[src/rtl/latch_capture_reader_pkg.sv]
// Shared types for the latch capture reader: FSM state encoding and pointer sizing.
package latch_rd_pkg;

  typedef enum logic [1:0] {
    IDLE    = 2'd0,
    OPEN    = 2'd1,
    SETTLE  = 2'd2,
    CAPTURE = 2'd3
  } state_t;

  // Pointer width for a power-of-two FIFO; never narrower than one bit.
  function automatic int ptr_w(input int depth);
    return (depth > 1) ? $clog2(depth) : 1;
  endfunction

endpackage

[src/rtl/latch_capture_reader_sync_fifo.sv]
// Small registered FIFO; a push is accepted when full only if a pop frees a slot the same cycle.
module sync_fifo
  import latch_rd_pkg::*;
#(
  parameter int WIDTH = 8,
  parameter int DEPTH = 4
) (
  input  logic                    clk,
  input  logic                    rst,
  input  logic                    push,
  input  logic [WIDTH-1:0]        push_data,
  input  logic                    pop,
  output logic                    full,
  output logic                    empty,
  output logic [ptr_w(DEPTH):0]   count,
  output logic [WIDTH-1:0]        head
);

  localparam int PW = ptr_w(DEPTH);

  logic [DEPTH-1:0][WIDTH-1:0] mem;
  logic [PW-1:0]               rd_ptr;
  logic [PW-1:0]               wr_ptr;
  logic                        do_push;
  logic                        do_pop;

  assign full    = (count == (PW+1)'(DEPTH));
  assign empty   = (count == '0);
  assign do_pop  = pop && !empty;
  assign do_push = push && (!full || do_pop);
  assign head    = mem[rd_ptr];

  always_ff @(posedge clk) begin
    if (rst) begin
      mem    <= '0;
      rd_ptr <= '0;
      wr_ptr <= '0;
      count  <= '0;
    end else begin
      if (do_push) begin
        mem[wr_ptr] <= push_data;
        wr_ptr      <= wr_ptr + 1'b1;
      end
      if (do_pop)
        rd_ptr <= rd_ptr + 1'b1;
      case ({do_push, do_pop})
        2'b10:   count <= count + 1'b1;
        2'b01:   count <= count - 1'b1;
        default: count <= count;
      endcase
    end
  end

endmodule

[src/rtl/latch_capture_reader.sv]
// Samples a latch bank a fixed settle time after it closes and queues the value for a
// valid/ready consumer; captures that find the queue full are counted and dropped.
module latch_capture_reader
  import latch_rd_pkg::*;
#(
  parameter int WIDTH      = 8,
  parameter int DEPTH      = 4,
  parameter int SETTLE_CYC = 2,
  parameter int CNT_W      = 8
) (
  input  logic             clk,
  input  logic             rst,
  input  logic             latch_en,
  input  logic [WIDTH-1:0] latch_q,
  output logic             out_valid,
  output logic [WIDTH-1:0] out_data,
  input  logic             out_ready,
  output logic             busy,
  output logic [CNT_W-1:0] overrun_cnt
);

  localparam int PW   = ptr_w(DEPTH);
  localparam int SC_W = (SETTLE_CYC > 1) ? $clog2(SETTLE_CYC) : 1;

  state_t            state;
  logic              en_d;
  logic              en_fall;
  logic [SC_W-1:0]   settle_cnt;
  logic              capture;
  logic              pop;
  logic              drop;
  logic              fifo_full;
  logic              fifo_empty;
  logic [PW:0]       fifo_count;

  assign en_fall   = en_d & ~latch_en;
  assign capture   = (state == CAPTURE);
  assign pop       = out_ready & ~fifo_empty;
  // A pop in the capture cycle makes room, so only a full FIFO with no pop drops.
  assign drop      = capture & fifo_full & ~pop;
  assign out_valid = (fifo_count != '0);
  assign busy      = (state != IDLE);

  always_ff @(posedge clk) begin
    if (rst) begin
      state       <= IDLE;
      en_d        <= 1'b0;
      settle_cnt  <= '0;
      overrun_cnt <= '0;
    end else begin
      en_d <= latch_en;
      if (drop && (overrun_cnt != '1))
        overrun_cnt <= overrun_cnt + 1'b1;
      case (state)
        IDLE: begin
          if (latch_en)
            state <= OPEN;
        end
        OPEN: begin
          if (en_fall) begin
            state      <= SETTLE;
            settle_cnt <= SC_W'(SETTLE_CYC - 1);
          end
        end
        SETTLE: begin
          if (latch_en)
            state <= OPEN;
          else if (settle_cnt == '0)
            state <= CAPTURE;
          else
            settle_cnt <= settle_cnt - 1'b1;
        end
        CAPTURE: begin
          state <= latch_en ? OPEN : IDLE;
        end
        default: state <= IDLE;
      endcase
    end
  end

  sync_fifo #(
    .WIDTH (WIDTH),
    .DEPTH (DEPTH)
  ) u_fifo (
    .clk       (clk),
    .rst       (rst),
    .push      (capture),
    .push_data (latch_q),
    .pop       (pop),
    .full      (fifo_full),
    .empty     (fifo_empty),
    .count     (fifo_count),
    .head      (out_data)
  );

endmodule

[config.mk]
export PLATFORM = sky130hd
export DESIGN_NAME = latch_capture_reader
export DESIGN_NICKNAME = d
export VERILOG_FILES = /design/src/rtl/latch_capture_reader_pkg.sv /design/src/rtl/latch_capture_reader_sync_fifo.sv /design/src/rtl/latch_capture_reader.sv
export SDC_FILE = /design/constraint.sdc
export NUM_CORES = 1
export LEC_CHECK = 0
export BUFFER_PORTS_ARGS = -buffer_cell sky130_fd_sc_hd__buf_4
export CAP_MARGIN = 30
export CORE_MARGIN = 3
export CORE_UTILIZATION = 37
export CTS_CLUSTER_DIAMETER = 80
export DETAILED_ROUTE_END_ITERATION = 16
export PLACE_DENSITY_LB_ADDON = 0.15
export SLEW_MARGIN = 15
export SYNTH_ARGS = -nofsm -noshare
export SYNTH_HDL_FRONTEND = slang
export SYNTH_SLANG_ARGS = --single-unit
[constraint.sdc]
create_clock -name clk -period 4.4 [get_ports clk]
set_input_delay 0.88 -clock clk [delete_from_list [all_inputs] [get_ports clk]]
set_output_delay 0.88 -clock clk [all_outputs]
set_load 0.1 [all_outputs]
==> Implementation_results.wiki <==
{| class="wikitable"
! Metric !! Value
|-
| Crit Path Class || in2reg
|-
| Number of distinct library cell variants in the gate-level netlist after synthesis || 46
|-
| Commonest non-fill, non-tap cell in the layout || sky130_fd_sc_hd__dfxtp_1
|-
| Via count of the first global-routing pass || 1594
|-
| Slew margin rel. || 0.5774
|-
| Detail Route Antenna Nets || 0
|-
| Final period utilization || 0.6612
|-
| Non-Filler Instances || 326
|-
| Count of placed standard cells including taps || 318
|-
| Final Wtd Congestion || 0.7143
|-
| Most frequent cells in the layout || 51 x sky130_fd_sc_hd__dfxtp_1, 43 x sky130_fd_sc_hd__nor2_1, 33 x sky130_fd_sc_hd__mux2i_1
|-
| Full die area || 7350 sq um
|-
| Pwr/cell area || 297.4 nW/um^2
|-
| Number of maximum-capacitance violations || 0
|-
| Average footprint of a synthesized cell || roughly 11 sq um
|-
| Final hold violations || 0
|-
| Final antenna diode count || 0
|-
| Final setup violation count || 0
|-
| Area inside the core boundary || 6026 sq um
|-
| Net Count, Synth || roughly 240
|-
| Number of levels in the clock H-tree || 2
|-
| Part of the Yosys area used for sequential elements || 0.4340
|-
| Final min period || slightly below 3 ns
|-
| Endpoint arrival time on the critical path || ~3.2 ns
|-
| Share of cells above drive strength 1 || 0.2151
|-
| Endpoint class of the critical path || flip-flop
|-
| Vias per cell || 5.015
|-
| Startpoint types || primary input
|-
| Data required, critical path || approximately 4.6 ns
|-
| First-pass GRT wire length || 7.955 mm
|-
| Largest fanout on the critical path || 6
|-
| TritonCTS clock tree || yes
|-
| Remaining global-route overflow || 0
|-
| Clock Sink Count || between 50 and 60
|-
| Post-cts sizing count || 0
|-
| Crit path from || out_ready
|-
| Maximum vdd drop || 179.9 uV
|-
| Number of warning messages in the yosys log || 0
|-
| Wire length after detailed routing || ~4.5 mm
|-
| Slew Limit Fails || 0
|-
| Number of placement rows || 28
|-
| Startpoint of the most critical hold path || overrun_cnt[1]
|-
| Synthesis-to-finish area growth || 15.37%
|-
| Synth Register Bits || 51
|-
| Count of port buffers added during placement || 29
|-
| Top achievable clock speed || 343.7 MHz
|-
| Initial antenna violation count || 0
|-
| Unrepaired setup endpoints after global routing || false
|-
| First-iteration detailed-routing DRC count || 110
|-
| Post-CTS Setup Inserts || 0
|-
| Share of async-settable or async-resettable flops after synthesis || 0
|-
| Dominant synthesized flop cell || sky130_fd_sc_hd__dfxtp_1
|-
| DIE HEIGHT || 85.74 um
|-
| Maximum count of clock buffers along a single path || 2
|-
| Number of top-level design ports || 30
|-
| Startpoint of the worst-slack reg-to-reg timing path || u_fifo.count[0]
|-
| X dimension of the die || between 80 and 90 um
|-
| Initial core utilization || 0.3904
|-
| Clock tree root driver cell || sky130_fd_sc_hd__clkbuf_8
|-
| Leakage component of the power || 1.211 nW
|-
| Post-synthesis cell count || 223
|-
| Cts bufs inserted || 5
|-
| DP HPWL || 2.955 mm
|-
| Maximum clock skew at final layout || 0.004444 ns
|-
| Number of detailed-routing iterations run before antenna repair || 4
|-
| Class of the tightest hold or removal check || reg2reg
|-
| Post-layout nets || 269
|-
| Hold buffers post-CTS || 0
|-
| Aggregate global-route resource usage || 0.1383
|-
| Maximum number of pins on one net before global-route repair || 52
|-
| Clock Latency Late Sink || approximately 0.3 ns
|-
| Transition at the pin with the smallest max-transition slack || 0.6330 ns
|-
| Vias || roughly 1.6k
|-
| Cell Area, Synth || between 2000 and 2500 sq um
|-
| Status || complete, no violations
|-
| Routed wire length per instance || roughly 14 um
|-
| Remaining routing DRC violations || 0
|-
| Final TNS setup || 0 ns
|-
| EDFF count, synth || 0
|-
| Clock edge transition at the registers on the reported setup and hold paths || 0.09 ns
|}
path summary, 6_finish.rpt:
kind	endpoint	slack, ns	cells after the start
min	overrun_cnt[1]	0.50	2
max	u_fifo.count[2]	1.49	9
max reg2reg	u_fifo.count[2]	1.74	8
min reg2reg	overrun_cnt[1]	0.50	2
synthesized netlist by cell type, types with 2 or more instances:
library cell                n  area share
sky130_fd_sc_hd__and2_1     2      0.0053
sky130_fd_sc_hd__a21oi_1    6       0.013
sky130_fd_sc_hd__inv_1      7       0.011
sky130_fd_sc_hd__nand3_1    2      0.0043
sky130_fd_sc_hd__ha_1       6       0.032
sky130_fd_sc_hd__nand2_1   10       0.016
sky130_fd_sc_hd__dfxtp_1   51        0.43
sky130_fd_sc_hd__xor2_1     3       0.011
sky130_fd_sc_hd__xnor2_1    2      0.0074
sky130_fd_sc_hd__and3_1     2      0.0053
sky130_fd_sc_hd__a211oi_1   4       0.013
sky130_fd_sc_hd__nor3_1     2      0.0043
sky130_fd_sc_hd__buf_6      2      0.0096
sky130_fd_sc_hd__mux2i_1   33        0.14
sky130_fd_sc_hd__nand3_4    4       0.030
sky130_fd_sc_hd__mux4_2     8       0.077
sky130_fd_sc_hd__o41ai_1    2      0.0074
sky130_fd_sc_hd__clkbuf_1   5      0.0080
sky130_fd_sc_hd__nor2b_1    2      0.0053
sky130_fd_sc_hd__nor2_1    43       0.069
sky130_fd_sc_hd__o21ai_0    2      0.0043
worst max-delay path, cell delays in order:
cell                      delay, ns
sky130_fd_sc_hd__buf_4         0.13
sky130_fd_sc_hd__or4b_1        0.69
sky130_fd_sc_hd__nand2_1       0.21
sky130_fd_sc_hd__ha_1          0.20
sky130_fd_sc_hd__inv_1         0.06
sky130_fd_sc_hd__fa_1          0.37
sky130_fd_sc_hd__xor2_1        0.15
sky130_fd_sc_hd__or3_1         0.31
sky130_fd_sc_hd__a21oi_1       0.14
final cells by class:
| cell class | instances | area, sq um |
|---|---|---|
| fillers | 613 | 3312 |
| multi-input cells | 156 | 1255 |
| flip-flops and latches | 51 | 1021 |
| repair buffers | 29 | 217.7 |
| clock buffers | 8 | 100.1 |
| well taps | 75 | 93.84 |
| inverters | 7 | 26.28 |
through the flow:
stage / hold WS [ns] / instance area (sq um) / util / power (mW) / worst slack (ns)
6_report: 0.4952 / 2714 / 0.4504 / 0.8070 / 1.491
2_1_floorplan: 0.4578 / 2352 / - / 0.5040 / 1.548
5_1_grt: 0.5232 / 2714 / 0.4504 / 0.8461 / 1.362
3_5_place_dp: 0.4826 / 2614 / 0.4338 / 0.5217 / 1.158
4_1_cts: 0.4995 / 2714 / 0.4504 / 0.8168 / 1.478
3_3_place_gp: 0.4706 / 2614 / 0.4338 / 0.5217 / 1.208
power by group:
part	switching [mW]	leakage (nW)	total [mW]	internal, mW
Combinational	0.0277	0.748	0.0425	0.0148
Sequential	0.00365	0.411	0.468	0.464
Clock	0.153	0.0515	0.297	0.144
layer usage:
| metal | wire [um] | share of wire | vias to the layer above | global-route usage |
|---|---|---|---|---|
| li1 | - | - | 838 | - |
| met5 | 0 | 0 | - | 0 |
| met4 | 73 | 0.016 | 0 | 0.05180 |
| met1 | 2277 | 0.51 | 769 | 0.1963 |
| met3 | 145 | 0.032 | 7 | 0.03170 |
| met2 | 2008 | 0.45 | 21 | 0.2048 |
cells by family (layout without fill, tap and decap cells):
group / count (synthesis) / after routing / synth area share
fa+ha+maj: 7 / 7 / 0.04043
mux: 42 / 42 / 0.2218
simple gates: 80 / 80 / 0.1883
xor+xnor: 5 / 5 / 0.01862
flops: 51 / 51 / 0.4340
buf+inv: 16 / 44 / 0.03245
compound gates: 22 / 22 / 0.06437
flip-flops by register name, indices dropped and copies added (netlist names):
name,cells
u_fifo.rd_ptr,2
en_d,1
settle_cnt,1
u_fifo.mem,32
overrun_cnt,8
state,2
u_fifo.wr_ptr,2
u_fifo.count,3
Note: power is estimated with default switching activity, not from simulation.
